## src/rtl/cacheline_arbiter_if.sv

```systemverilog
// Cacheline port bundle between the two L1 caches, the arbiter and pmem.
// slave = arbiter view, master = cache/memory environment view.
interface cacheline_arbiter_if #(
  parameter int LINE_W = 256,
  parameter int ADDR_W = 32
);
  logic              i_read;
  logic [ADDR_W-1:0] i_address;
  logic [LINE_W-1:0] i_rdata;
  logic              i_resp;

  logic              d_read;
  logic              d_write;
  logic [ADDR_W-1:0] d_address;
  logic [LINE_W-1:0] d_wdata;
  logic [LINE_W-1:0] d_rdata;
  logic              d_resp;

  logic              pmem_read;
  logic              pmem_write;
  logic [ADDR_W-1:0] pmem_address;
  logic [LINE_W-1:0] pmem_wdata;
  logic [LINE_W-1:0] pmem_rdata;
  logic              pmem_resp;

  modport slave (
    input  i_read, i_address, d_read, d_write, d_address, d_wdata, pmem_rdata, pmem_resp,
    output i_rdata, i_resp, d_rdata, d_resp, pmem_read, pmem_write, pmem_address, pmem_wdata
  );

  modport master (
    output i_read, i_address, d_read, d_write, d_address, d_wdata, pmem_rdata, pmem_resp,
    input  i_rdata, i_resp, d_rdata, d_resp, pmem_read, pmem_write, pmem_address, pmem_wdata
  );
endinterface

```

## src/rtl/cacheline_arbiter.sv

```systemverilog
// Shares one pmem cacheline port between I-cache and D-cache; CACHELINE_ARB_RR_EN selects round-robin.
// Latency: one cycle request-to-pmem, resp passed through combinationally in the pmem_resp cycle.
// Backpressure: requesters hold level requests until their resp; the loser simply waits in IDLE.
module cacheline_arbiter #(
  parameter int LINE_W = 256,
  parameter int ADDR_W = 32
) (
  input logic             clk,
  input logic             rst,
  cacheline_arbiter_if.slave bus
);

`ifdef CACHELINE_ARB_RR_EN
  localparam bit RR_EN = 1'b1;
`else
  localparam bit RR_EN = 1'b0;
`endif

  typedef enum logic [1:0] {IDLE, SERVE_I, SERVE_D} state_t;

  state_t            state, state_nxt;
  logic              last_grant;
  logic              i_pend, d_pend, pick_d;
  logic              grant_i, grant_d;
  logic              i_resp_c, d_resp_c;
  logic              pmem_read_q, pmem_write_q;
  logic [ADDR_W-1:0] pmem_address_q;
  logic [LINE_W-1:0] pmem_wdata_q;

  assign i_pend = bus.i_read;
  assign d_pend = bus.d_read | bus.d_write;

  always_comb begin
    state_nxt = state;
    grant_i   = 1'b0;
    grant_d   = 1'b0;
    i_resp_c  = 1'b0;
    d_resp_c  = 1'b0;
    // Under fixed priority D wins any tie; round-robin lets I win a tie only after a D grant.
    pick_d    = d_pend & (~RR_EN | ~i_pend | ~last_grant);
    unique case (state)
      IDLE: begin
        grant_d = pick_d;
        grant_i = i_pend & ~pick_d;
        if (grant_d)      state_nxt = SERVE_D;
        else if (grant_i) state_nxt = SERVE_I;
      end
      SERVE_I: begin
        if (bus.pmem_resp) begin
          i_resp_c  = 1'b1;
          state_nxt = IDLE;
        end
      end
      SERVE_D: begin
        if (bus.pmem_resp) begin
          d_resp_c  = 1'b1;
          state_nxt = IDLE;
        end
      end
      default: state_nxt = IDLE;
    endcase
  end

  always_ff @(posedge clk or negedge rst) begin
    if (!rst) begin
      state          <= IDLE;
      last_grant     <= 1'b0;
      pmem_read_q    <= 1'b0;
      pmem_write_q   <= 1'b0;
      pmem_address_q <= '0;
      pmem_wdata_q   <= '0;
    end else begin
      state <= state_nxt;
      if (grant_i) begin
        pmem_read_q    <= 1'b1;
        pmem_write_q   <= 1'b0;
        pmem_address_q <= bus.i_address;
        pmem_wdata_q   <= '0;
        last_grant     <= 1'b0;
      end else if (grant_d) begin
        // A simultaneous read+write from the D-cache is a write-back.
        pmem_read_q    <= ~bus.d_write;
        pmem_write_q   <= bus.d_write;
        pmem_address_q <= bus.d_address;
        pmem_wdata_q   <= bus.d_wdata;
        last_grant     <= 1'b1;
      end else if ((state != IDLE) && bus.pmem_resp) begin
        pmem_read_q    <= 1'b0;
        pmem_write_q   <= 1'b0;
      end
    end
  end

  assign bus.i_resp       = i_resp_c;
  assign bus.d_resp       = d_resp_c;
  assign bus.i_rdata      = bus.pmem_rdata;
  assign bus.d_rdata      = bus.pmem_rdata;
  assign bus.pmem_read    = pmem_read_q;
  assign bus.pmem_write   = pmem_write_q;
  assign bus.pmem_address = pmem_address_q;
  assign bus.pmem_wdata   = pmem_wdata_q;

endmodule

```

## src/flat_wrapper.sv

```systemverilog
// flat-port wrapper written by rule: the top's interface ports become plain ports
module cacheline_arbiter_flat 
#(
  parameter int LINE_W = 256,
  parameter int ADDR_W = 32
)
  (clk, rst, bus_i_read, bus_i_address, bus_d_read, bus_d_write, bus_d_address, bus_d_wdata, bus_pmem_rdata, bus_pmem_resp, bus_i_rdata, bus_i_resp, bus_d_rdata, bus_d_resp, bus_pmem_read, bus_pmem_write, bus_pmem_address, bus_pmem_wdata);
  cacheline_arbiter_if #(.LINE_W(LINE_W), .ADDR_W(ADDR_W)) bus_i ();
  input logic clk;
  input logic rst;
  input wire logic [$bits(bus_i.i_read)-1:0] bus_i_read;
  input wire logic [$bits(bus_i.i_address)-1:0] bus_i_address;
  input wire logic [$bits(bus_i.d_read)-1:0] bus_d_read;
  input wire logic [$bits(bus_i.d_write)-1:0] bus_d_write;
  input wire logic [$bits(bus_i.d_address)-1:0] bus_d_address;
  input wire logic [$bits(bus_i.d_wdata)-1:0] bus_d_wdata;
  input wire logic [$bits(bus_i.pmem_rdata)-1:0] bus_pmem_rdata;
  input wire logic [$bits(bus_i.pmem_resp)-1:0] bus_pmem_resp;
  output wire logic [$bits(bus_i.i_rdata)-1:0] bus_i_rdata;
  output wire logic [$bits(bus_i.i_resp)-1:0] bus_i_resp;
  output wire logic [$bits(bus_i.d_rdata)-1:0] bus_d_rdata;
  output wire logic [$bits(bus_i.d_resp)-1:0] bus_d_resp;
  output wire logic [$bits(bus_i.pmem_read)-1:0] bus_pmem_read;
  output wire logic [$bits(bus_i.pmem_write)-1:0] bus_pmem_write;
  output wire logic [$bits(bus_i.pmem_address)-1:0] bus_pmem_address;
  output wire logic [$bits(bus_i.pmem_wdata)-1:0] bus_pmem_wdata;
  assign bus_i.i_read = bus_i_read;
  assign bus_i.i_address = bus_i_address;
  assign bus_i.d_read = bus_d_read;
  assign bus_i.d_write = bus_d_write;
  assign bus_i.d_address = bus_d_address;
  assign bus_i.d_wdata = bus_d_wdata;
  assign bus_i.pmem_rdata = bus_pmem_rdata;
  assign bus_i.pmem_resp = bus_pmem_resp;
  assign bus_i_rdata = bus_i.i_rdata;
  assign bus_i_resp = bus_i.i_resp;
  assign bus_d_rdata = bus_i.d_rdata;
  assign bus_d_resp = bus_i.d_resp;
  assign bus_pmem_read = bus_i.pmem_read;
  assign bus_pmem_write = bus_i.pmem_write;
  assign bus_pmem_address = bus_i.pmem_address;
  assign bus_pmem_wdata = bus_i.pmem_wdata;
  cacheline_arbiter #(.LINE_W(LINE_W), .ADDR_W(ADDR_W)) u_core (.clk(clk), .rst(rst), .bus(bus_i));
endmodule
```

## config.mk

```make
export PLATFORM = sky130hd
export DESIGN_NAME = cacheline_arbiter_flat
export DESIGN_NICKNAME = d
export VERILOG_FILES = /design/src/rtl/cacheline_arbiter_if.sv /design/src/rtl/cacheline_arbiter.sv /design/src/flat_wrapper.sv
export SDC_FILE = /design/constraint.sdc
export NUM_CORES = 1
export LEC_CHECK = 0
export ABC_AREA = 1
export CAP_MARGIN = 25
export CORE_AREA = 2 2 543 545
export DETAILED_ROUTE_END_ITERATION = 7
export DIE_AREA = 0 0 545 547
export GPL_TIMING_DRIVEN = 0
export MAX_ROUTING_LAYER = met4
export PLACE_DENSITY = 0.32
export SLEW_MARGIN = 20
export SYNTH_ARGS = -nofsm -noshare
export SYNTH_HDL_FRONTEND = slang
export SYNTH_SLANG_ARGS = --single-unit
export TNS_END_PERCENT = 1
```

## constraint.sdc

```tcl
create_clock -name clk -period 2.6 [get_ports clk]
set_clock_uncertainty 0.2 [all_clocks]
set_input_delay 0.78 -clock clk [delete_from_list [all_inputs] [get_ports clk]]
set_output_delay 0.78 -clock clk [all_outputs]
set_load 0.03 [all_outputs]
```

* Word level (Yosys, flattened, before mapping)
Cells that the tools add are included. W data, S select, Z words.
Word-level totals: flip-flop bits (word level) 292, output and inout bits 804, logic and storage cells 38, input bits 582
Operators by class: reductions and logical operators 7, bitwise logic cells 4, mux-type cells 18, eq/ne operators 4
Operators with widths (count):
- $mux W256 | 2
- $mux W32 | 2
- $mux W1 | 10
- $mux W2 | 3
- $pmux W2 S2 | 1
- $reduce_bool A2 Y1 | 2
- $ne A3 B1 Y1 const B | 1
- $reduce_bool A3 Y1 | 1
- $eq A2 B1 Y1 const B | 1
- $eq A2 B2 Y1 const B | 1
- $logic_not A2 Y1 | 1
- $ne A2 B1 Y1 const B | 1
- $not A1 Y1 | 2
- $reduce_and A2 Y1 | 1
- $reduce_or A2 Y1 | 1
- $and A1 B1 Y1 | 1
- $logic_and A1 B1 Y1 | 1
- $or A1 B1 Y1 | 1

* Longest topological paths before layout
depth after elaboration 6, mapped depth 9

* Worst setup path before layout
Ideal clock, no wire load.
kind input port to output port, start point input bus_pmem_resp, end point output bus_i_resp, path slack 613 ps, stages 2, required time 1620 ps, path buffers 0, arrival time 1007 ps, cells stage by stage nand2_1 -> inv_1
On the way: cells in the longest elaborated chain, start to end 2
RTL lines:
- from (decl) | RTL line flat_wrapper.sv:18 | input wire logic [$bits(bus_i.pmem_resp)-1:0] bus_pmem_resp;
- $mux W1 | RTL line cacheline_arbiter.sv:49 | if (bus.pmem_resp) begin
- $mux W1 | RTL line cacheline_arbiter.sv:41 | unique case (state)
- to (decl) | RTL line flat_wrapper.sv:20 | output wire logic [$bits(bus_i.i_resp)-1:0] bus_i_resp;
Every way passes these cells.

* Final worst setup path
start point register u_core.state[0], end point output bus_d_resp
On the way: cells in the longest elaborated chain, start to end 2
RTL lines:
- from (decl) | RTL line cacheline_arbiter.sv:21 | state_t state, state_nxt;
- from (signal assigned) | RTL line cacheline_arbiter.sv:73 | state <= state_nxt;
- $eq A2 B2 Y1 | RTL line cacheline_arbiter.sv:41
- $mux W1 | RTL line cacheline_arbiter.sv:41
- to (decl) | RTL line flat_wrapper.sv:22 | output wire logic [$bits(bus_i.d_resp)-1:0] bus_d_resp;
Every way passes these cells.

==> results.tsv <==
metric	value	unit
Rel. slew slack	0.332	
Startpoint Class	flop	
Root Driver	clkbuf_16	
Worst-path clk slew	0.06	ns
Fin. Hold Viols	0	
post-layout net count	3708	
vias per inst	2.49	
Crit Path Class	flop to primary output	
largest net degree at the start of global routing	81	
htree depth	2	
Tot GR Track Use	0.114	
worst skew pair latency	0.66	ns
CP endpoint kind	primary output	
leading area contributor after synthesis	dfrtp_1	
total power per unit cell area	1010	mW/mm2
top cells by area, synth	dfrtp_1 (45%), buf_4 (25%), nand2_1 (14%), nand3_1 (9.8%), buf_6 (1.7%)	
Worst EP required	1.62	ns
Crit Path Max Fanout	3	
status	finished clean	
top cell type's share of synthesized area	0.449	
Setup WS pre-CTS	-1.41	ns
Final Instance Area	0.0341	mm2
number of core rows	199	
Lkg Pwr	0.0151	uW
# Max-Cap Violations	0	
Core Area	0.293	mm2
post-layout util	0.117	
minimum clock period	2.59	ns
boundary pin count	1386	
synthesized area	0.0163	mm2
Mapped Nets	2526	
Min Hold Slack	0.280	ns
vias in the first global route	18600	
RSZ-0062 raised after global routing	true	
CTS tree	done	
Clock Sinks	292	
Initial DRT Pass Iterations	8	
Die Area	0.298	mm2
Die X	545	um
share of cells above drive strength 1	0.274	
Setup-failing EPs final	0	
worst vdd ir	0.437	mV
top-count cell post-synth	nand2_1	
Yosys cell types	17	
Synth-to-Final Area Change	109	%
syn avg cell area	8.39	um2
ys flop type	dfrtp_1	
Yosys Warn Count	0	
port bufs	1128	
Slew @ Worst Pin	1.00	ns
Post-synth EDFFs	0	
first-pass GRT wire length	210	mm
Pwr Total	34500	uW
CP arrival	1.61	ns
register area share after synthesis	0.449	
placed cell area	0.0326	mm2
routed len/inst	24.1	um
GP Congestion	0.853	
1st-iter DRT viols	945	
Tcrit/Tclk final	0.995	
Synth Register Bits	292	
async set-reset flop share out of synthesis	1.00	
Post-DP HPWL	153	mm
Die Y	547	um
wirelength, routed	172	mm
initial antenna violation count	96	
Max Clock Freq	387	MHz
Post-Synthesis Cells	1941	
total CTS buffers	46	
gr ovfl total	0	
Post-route DRC	0	
top cells by count, synth	nand2_1 (623), buf_4 (535), nand3_1 (320)	
post-route ant nets	0	
Final Max Slew Viols	0	
initial core utilization	0.0556	
Post CTS Setup Buffer Count	0	
worst hold-check path type	flop to flop	
via count	17800	
final setup margin	0.0129	ns
Max Root-Sink Buffers	3	
==> critical path: stages (launching register included) <==
cell and delay [ns]:
dfrtp_2 0.44, inv_2 0.07, ha_2 0.16, nand2_2 0.07, inv_2 0.07, buf_6 0.13
==> sequential cells by signal, indices dropped and copies added, names as in the netlist <==
name / count
u_core.bus.pmem_wdata: 256
u_core.bus.pmem_read: 1
u_core.bus.pmem_write: 1
u_core.state: 2
u_core.bus.pmem_address: 32
==> cells by family (layout without fill, tap and decap cells) <==
kind of cell               Yosys count  after routing  share of synthesized area
DFF                                292            292                      0.449
other                                0             69                          0
and+or+nand+nor                    982            982                      0.258
adders and majority gates            3              3                    0.00231
buffers and inverters              664           1877                      0.291
==> power breakdown <==
group	total (uW)	leakage [uW]	switching (uW)	internal [uW]
combinational	19600	0.0108	13700	5860
sequential	8240	0.00359	1490	6750
clock	6700	0.000742	2780	3920
==> cells in the final DEF, fill, tap and decap left out, types with 3 or more instances in the layout <==
cell type / count
buf_16: 4
buf_2: 70
buf_4: 573
buf_6: 26
bufinv_16: 5
clkbuf_1: 23
clkbuf_16: 46
clkbuf_8: 6
clkdlybuf4s15_1: 13
clkdlybuf4s15_2: 83
clkdlybuf4s18_2: 10
clkdlybuf4s50_1: 809
clkinv_2: 4
clkinv_4: 3
clkinvlp_4: 4
dfrtp_1: 291
diode_2: 69
dlygate4sd2_1: 148
inv_1: 33
inv_2: 5
nand2_1: 615
nand2_2: 10
nand3_1: 320
nand4_1: 33
==> worst paths after layout <==
kind,cells after the start,startpoint,end,slack (ns)
hold / removal,2,u_core.bus.pmem_read$_DFFE_PN0P_,u_core.bus.pmem_read$_DFFE_PN0P_,0.28
min in group asynchronous,2,rst,u_core.bus.pmem_wdata[136]$_DFFE_PN0P_,0.35
hold reg to reg,2,u_core.bus.pmem_read$_DFFE_PN0P_,u_core.bus.pmem_read$_DFFE_PN0P_,0.28
setup reg to reg,8,u_core.state[0]$_DFFE_PN0P_,u_core.bus.pmem_address[20]$_DFFE_PN0P_,0.04
setup / recovery,5,u_core.state[0]$_DFFE_PN0P_,bus_d_resp,0.01
max in group asynchronous,5,rst,u_core.bus.pmem_wdata[18]$_DFFE_PN0P_,0.23
==> metrics by stage <==
step	setup TNS, ns	instances
global route	-0.438	7129
global placement	-4641.45	6988
floorplan	0	1941
CTS	-0.672	7073
detailed placement	-218.49	6993
finish	0	7142
==> timing repair <==
action / in CTS / in global routing
pin swaps: 0 / 0
resized for setup: 696 / 23
hold endpoints to repair: 47 / 0
setup endpoints to repair: 509 / 21
hold buffers: 1 / 0
==> area by class of cell <==
class	instances	area, um2
clock buffer	60	1260
clock inverter	19	282
multi-input combinational	985	4270
tap	3919	4900
antenna	69	173
buffer	625	4610
sequential	292	7310
inverter	39	149
fill	33800	258000
timing repair buffer	1134	11100
==> layer usage <==
layer	track usage	vias to the layer above	share of wire
li1	-	8138	-
met1	0.118	8318	0.37
met2	0.177	1120	0.45
met3	0.0747	187	0.16
met4	0.0322	0	0.026
met5	-	-	0
Power figures use the tool's default switching activity.
